$ cat config.mk
export PLATFORM = sky130hd
export DESIGN_NAME = drv_ad747x
export DESIGN_NICKNAME = d
export VERILOG_FILES = /design/src/rtl/drv_ad747x_pkg.sv /design/src/rtl/drv_ad747x_sclk_gen.sv /design/src/rtl/drv_ad747x.sv
export SDC_FILE = /design/constraint.sdc
export NUM_CORES = 1
export LEC_CHECK = 0
export BUFFER_PORTS_ARGS = -buffer_cell sky130_fd_sc_hd__buf_4
export CAP_MARGIN = 30
export CORE_ASPECT_RATIO = 0.5
export CORE_MARGIN = 2
export CORE_UTILIZATION = 52
export DETAILED_ROUTE_END_ITERATION = 6
export PLACE_DENSITY = 0.69
export SLEW_MARGIN = 5
export SYNTH_ARGS = -nofsm -noshare
export SYNTH_HDL_FRONTEND = slang
export SYNTH_SLANG_ARGS = --single-unit
$ cat constraint.sdc
create_clock -name clk -period 1.9 [get_ports clk]
set_input_delay 0.38 -clock clk [delete_from_list [all_inputs] [get_ports clk]]
set_output_delay 0.38 -clock clk [all_outputs]
set_load 0.01 [all_outputs]
$ cat src/rtl/drv_ad747x_pkg.sv
// Shared types and constants for the AD747x serial ADC reader.
// The SCLK period generator is kept generic so the DAC driver can reuse it.
package drv_ad747x_pkg;

  localparam int FRAME_BITS = 16;
  localparam int LEAD_ZEROS = 4;

  localparam string SIGN_SIGNED   = "SIGNED";
  localparam string SIGN_UNSIGNED = "UNSIGNED";

  typedef logic [FRAME_BITS-1:0] frame_t;

  typedef enum logic [1:0] {
    IDLE,
    CONV,
    QUIET
  } state_t;

endpackage

$ cat src/rtl/drv_ad747x_sclk_gen.sv
// Free-running SCLK period counter with boundary and rising-edge strikes.
// wrap marks the last cycle of a period, so the next cycle is a boundary.
module sclk_gen #(
  parameter int DIV = 4
) (
  input  logic clk,
  input  logic reset,
  output logic wrap,
  output logic rise,
  output logic hi_nxt
);

  localparam int CW   = $clog2(DIV);
  localparam int HALF = DIV / 2;

  logic [CW-1:0] cnt;

  always_ff @(posedge clk) begin
    if (reset)     cnt <= '0;
    else if (wrap) cnt <= '0;
    else           cnt <= cnt + 1'b1;
  end

  assign wrap   = (cnt == CW'(DIV - 1));
  assign rise   = (cnt == CW'(HALF - 1));
  // sclk level for the following cycle, so the output can be registered
  assign hi_nxt = !wrap && (rise || (cnt > CW'(HALF - 1)));

endmodule

$ cat src/rtl/drv_ad747x.sv
// AD7476/7477/7478 serial ADC reader: CS/SCLK framing, deserialiser,
// and an Avalon-ST source that holds each sample until accepted.
module drv_ad747x
  import drv_ad747x_pkg::*;
#(
  parameter int    DATA_WIDTH     = 12,
  parameter string SIGN           = "UNSIGNED",
  parameter int    SCLK_DIVIDER   = 4,
  parameter int    QUIET_DURATION = 2
) (
  input  logic                  clk,
  input  logic                  reset,
  input  logic                  trigStart,
  output logic                  trigDrop,
  output logic                  asoValid,
  output logic [DATA_WIDTH-1:0] asoData,
  input  logic                  asoRdy,
  output logic                  asoOvf,
  output logic                  adcCs,
  output logic                  adcSclk,
  input  logic                  adcSdata
);

  if (SCLK_DIVIDER < 2 || (SCLK_DIVIDER % 2) != 0) begin : g_bad_div
    $error("SCLK_DIVIDER must be even and >= 2");
  end
  if (QUIET_DURATION < 1) begin : g_bad_quiet
    $error("QUIET_DURATION must be >= 1");
  end
  if (DATA_WIDTH != 12 && DATA_WIDTH != 10 && DATA_WIDTH != 8) begin : g_bad_dw
    $error("DATA_WIDTH must be 12, 10 or 8");
  end

  localparam int   MSB   = FRAME_BITS - LEAD_ZEROS - 1;
  localparam int   QW    = $clog2(QUIET_DURATION);
  localparam int   PW    = (QW > 4) ? QW : 4;
  localparam logic [PW-1:0] CLAST = PW'(FRAME_BITS - 1);
  localparam logic [PW-1:0] QLAST = PW'(QUIET_DURATION - 1);
  localparam logic IS_SIGNED = (SIGN == SIGN_SIGNED);

  logic wrap, rise, hi_nxt;

  sclk_gen #(
    .DIV(SCLK_DIVIDER)
  ) u_sclk (
    .clk   (clk),
    .reset (reset),
    .wrap  (wrap),
    .rise  (rise),
    .hi_nxt(hi_nxt)
  );

  state_t          state, state_nxt;
  logic [PW-1:0]   pcnt, pcnt_nxt;
  logic            pending, launch;
  logic            cap, done;
  frame_t          shreg;
  logic            cs_q, sclk_q;
  logic [DATA_WIDTH-1:0] sample;
  logic            frame_unused;

  assign cap = (state == CONV) && rise;

  always_comb begin
    state_nxt = state;
    pcnt_nxt  = pcnt;
    launch    = 1'b0;
    unique case (state)
      IDLE: begin
        if (wrap && pending) begin
          state_nxt = CONV;
          pcnt_nxt  = '0;
          launch    = 1'b1;
        end
      end
      CONV: begin
        if (wrap) begin
          if (pcnt == CLAST) begin
            state_nxt = QUIET;
            pcnt_nxt  = '0;
          end else begin
            pcnt_nxt = pcnt + 1'b1;
          end
        end
      end
      QUIET: begin
        if (wrap) begin
          pcnt_nxt = pcnt + 1'b1;
          if (pcnt == QLAST) begin
            // a strobe held during the frame starts the next one at once
            state_nxt = pending ? CONV : IDLE;
            launch    = pending;
            pcnt_nxt  = '0;
          end
        end
      end
      default: state_nxt = IDLE;
    endcase
  end

  always_ff @(posedge clk) begin
    if (reset) begin
      state    <= IDLE;
      pcnt     <= '0;
      cs_q     <= 1'b1;
      sclk_q   <= 1'b1;
      pending  <= 1'b0;
      trigDrop <= 1'b0;
      done     <= 1'b0;
      shreg    <= '0;
    end else begin
      state    <= state_nxt;
      pcnt     <= pcnt_nxt;
      cs_q     <= (state_nxt != CONV);
      sclk_q   <= (state_nxt != CONV) || hi_nxt;
      trigDrop <= trigStart && pending;
      if (trigStart && !pending) pending <= 1'b1;
      else if (launch)           pending <= 1'b0;
      done <= cap && (pcnt == CLAST);
      if (cap) shreg <= {shreg[FRAME_BITS-2:0], adcSdata};
    end
  end

  assign sample = shreg[MSB -: DATA_WIDTH]
                ^ {IS_SIGNED, {(DATA_WIDTH-1){1'b0}}};
  assign frame_unused = ^shreg;

  always_ff @(posedge clk) begin
    if (reset) begin
      asoValid <= 1'b0;
      asoData  <= '0;
      asoOvf   <= 1'b0;
    end else begin
      asoOvf <= done && asoValid && !asoRdy;
      if (done) begin
        asoValid <= 1'b1;
        asoData  <= sample;
      end else if (asoRdy) begin
        asoValid <= 1'b0;
      end
    end
  end

  assign adcCs   = cs_q;
  assign adcSclk = sclk_q;

endmodule

==> results.txt <==
The flow ran to the end, and the final reports show no timing, DRC or antenna violations. The post-route cell area is 1880 um2. The TritonCTS buffer count came out at 5. The placement row count came out at 14. The synthesized netlist net count is 190.

The number of cells upsized or downsized after cts came out at 0. The later pin in the worst-skew pair is clocked with a latency of 290 ps. At the pin with the least slew margin, the transition time is 477 ps. Counting flops with an async set or reset pin after synthesis yields a share of 0%. Counting the fill cells in the layout gives 259. For this run, the detailed router's first-pass iteration total came to 4. Of the available clock period, the critical path in the final layout requires 91.3%.

Setup violations remaining at the end of the flow were counted as 0. STA classifies the critical path startpoint as a flop. The path with the worst hold slack has its endpoint at asoOvf. The most used flip-flop cell after synthesis is dfxtp_1. The die area is 3590 um2. TritonCTS built the clock tree. The placer congestion estimate is 0.851. The class of the worst hold path is primary input to flop.

The antenna diode instance count came out at 0. The clock-pin slew reported for the worst setup and hold paths after clock tree synthesis is 70 ps. The number of vias after detailed routing is 1241. The number of setup buffers added after CTS came out at 0. The number of max-slew violations in the final report is 0. Measured in cells, the most critical reg-to-reg path has a length of 6.

Using the TritonRoute via totals, the vias-per-cell ratio works out to 5.19. The per-instance average area after synthesis came out at 9.11 um2. Hold repair after CTS inserted 0 buffers. The overall fraction of global-route tracks in use came out at 19.7%. The reg-to-reg setup timing slack is 170 ps. The maximum fanout along the worst path came out at 6.

The relative slew slack came out at 67.7%. During I/O placement, the number of pins put on the boundary was 22. For this run, design rule violations remaining after detail routing come to 0. The count of non-filler cells in the finished layout came out at 239. The number of cells after detailed placement came out at 231. The post-detailed-route wirelength per cell came out at 12.7 um. The startpoint identified for the worst register-to-register timing path is state[0].

Setup repair after global routing left no endpoint under its margin. The number of maximum-capacitance constraint violations came out at 0. The number of hold-slack violations in the final timing report came out at 0. The number of routed nets with antenna violations is 0. Setup total negative slack on the finished layout was measured at 0 ps. The final critical path time including I/O delays and setup is 1730 ps. The worst-case vdd ir drop is 0.000376 V. The highest attainable clock frequency is 0.576 GHz. The starting density of the core came out at 54.2%. The floorplan step set the die height to 43.4 um. The total grt overflow is 0. For this block, the initial DRC count from the detailed router was 39. The clock passes through at most 2 buffers.

The placed standard-cell area came out at 1800 um2. The cell depth of the worst hold path is 2. The HPWL after detailed placement came out at 2.08 mm.

The x dimension of the die is 82.8 um. The number of global-route vias before repair is 1168. Power spread over the standard cell area amounts to 764 nW/um2. Sequential cells were found to cover 48.4% of the synthesized design area.

The total leakage power is 0.698 nW. The largest net degree at the start of global routing is 38. The worst-case clock skew is 2.01 ps. STA classifies the critical path endpoint as a flop. The count of input and output buffers came out at 21. For this run, the post-layout net count is 211.

The total wirelength of the detailed-routed design came out at 3.02 mm. The level count of the clock H-tree is 2. The first-pass GRT wire length came out at 5.21 mm. By startpoint and endpoint, the worst setup path is classified as flop to flop.

The initial antenna violation count is 0. The number of flip-flops and latches in the synthesized netlist is 39. In this run the most critical hold path is launched from asoRdy. The proportion of layout cells with a drive suffix above 1 came out at 18.1%. In this run the critical register-to-register path is captured at pcnt[2]. The synthesized instance count came out at 177.

The count of warnings emitted by yosys came out at 0. The cell sitting at the root of the clock tree is a clkbuf_8. Clock tree synthesis found a total of 39 sinks. The synthesis-to-finish area growth is 16.8%. The distinct cell type count of the synthesized netlist is 34. The worst endpoint data arrival time is 1900 ps. The data required time at the worst endpoint came out at 2060 ps. The core region area is 2980 um2.

The count of flip-flops with a built-in enable after synthesis is 0. The mapped netlist covers 1610 um2.
[cells in the final DEF, fill, tap and decap left out, drive strengths merged, types with 3 or more instances in the layout]
master   n
ha       8
a21oi   16
inv      7
nor2    19
dfxtp   39
a31oi    4
nand3    4
clkbuf   6
nand2   33
buf     23
mux2i   12
nor3     3
[Yosys cell counts, types with 2 or more instances]
cell type | count | area share, %
buf_2 | 2 | 0.62
a21oi_1 | 16 | 5.0
mux2i_1 | 12 | 7.4
nand3_1 | 3 | 0.93
nand3b_1 | 2 | 0.93
ha_1 | 8 | 6.2
nand2_1 | 33 | 7.7
dfxtp_1 | 39 | 48
o21ai_0 | 2 | 0.62
nor2_1 | 19 | 4.4
a31oi_1 | 4 | 1.6
clkbuf_1 | 7 | 1.6
nor3_1 | 3 | 0.93
inv_1 | 7 | 1.6
[power by group]
group	internal, mW	switching [mW]	leakage (nW)	total (mW)
Combinational	0.0261	0.0389	0.342	0.0650
Clock	0.256	0.284	0.0412	0.541
Sequential	0.827	0.00784	0.315	0.835
[routing by layer]
| layer | routed length (um) | share of wire (%) | track usage [%] |
|---|---|---|---|
| met1 | 1470 | 49 | 25.3 |
| met2 | 1420 | 47 | 30.6 |
| met3 | 123 | 4.1 | 8.75 |
| met4 | 11 | 0.36 | 5.57 |
| met5 | 0 | 0 | 0 |
[worst max-delay path, stage by stage (launching register included)]
cell     delay [ps]
dfxtp_1         440
inv_1           100
ha_1            260
nor4_1          370
a31oi_1         160
o21ai_0         200
a21oi_1          80
[per-stage QoR]
stage               hold WS, ps  total power, mW  setup slack, ps  utilization [%]
floorplan                   434            0.897              353                -
global placement            446            0.918              267             60.4
detailed placement          463            0.919              226             60.4
CTS                         247             1.46              200             63.3
global route                248             1.50             48.1             63.3
finish                      257             1.44              165             63.3
[area by class of cell]
class / instances / area (um2) / share of cell area (%)
clock buffers: 6 / 72.6 / 3.85
clock inverters: 2 / 12.5 / 0.664
inverters: 7 / 26.3 / 1.39
multi-input cells: 122 / 769 / 40.8
flip-flops and latches: 39 / 781 / 41.4
well taps: 40 / 50.0 / 2.66
repair buffers: 23 / 173 / 9.16
[worst max path at each step]
stage,startpoint,end,slack [ps],cells after the start
after floorplan,u_sclk.cnt[0],adcSclk,350,6
after global placement,pcnt[0],adcSclk,270,5
after detailed placement,state[0],pcnt[2],230,6
after CTS,state[0],pcnt[2],200,6
after global routing,state[0],pcnt[3],50,5
final,state[0],pcnt[2],170,6
[sequential cells by signal, summed over array words and instances (netlist names)]
| register | count |
|---|---|
| pending | 1 |
| pcnt | 4 |
| asoValid | 1 |
| shreg | 12 |
| u_sclk.cnt | 2 |
| adcCs | 1 |
| done | 1 |
| adcSclk | 1 |
| trigDrop | 1 |
| state | 2 |
| asoOvf | 1 |
| asoData | 12 |
[cell families (layout without fill, tap and decap cells)]
group / after synthesis / in the layout / synth area share, %
AO/OA/AOI/OAI: 29 / 29 / 11.3
adder cells (fa/ha/maj): 8 / 8 / 6.21
AND/OR/NAND/NOR: 72 / 72 / 21.8
buffers and inverters: 16 / 38 / 3.88
flip-flops: 39 / 39 / 48.4
multiplexers: 13 / 13 / 8.38
Note: power is estimated with default switching activity, not from simulation.
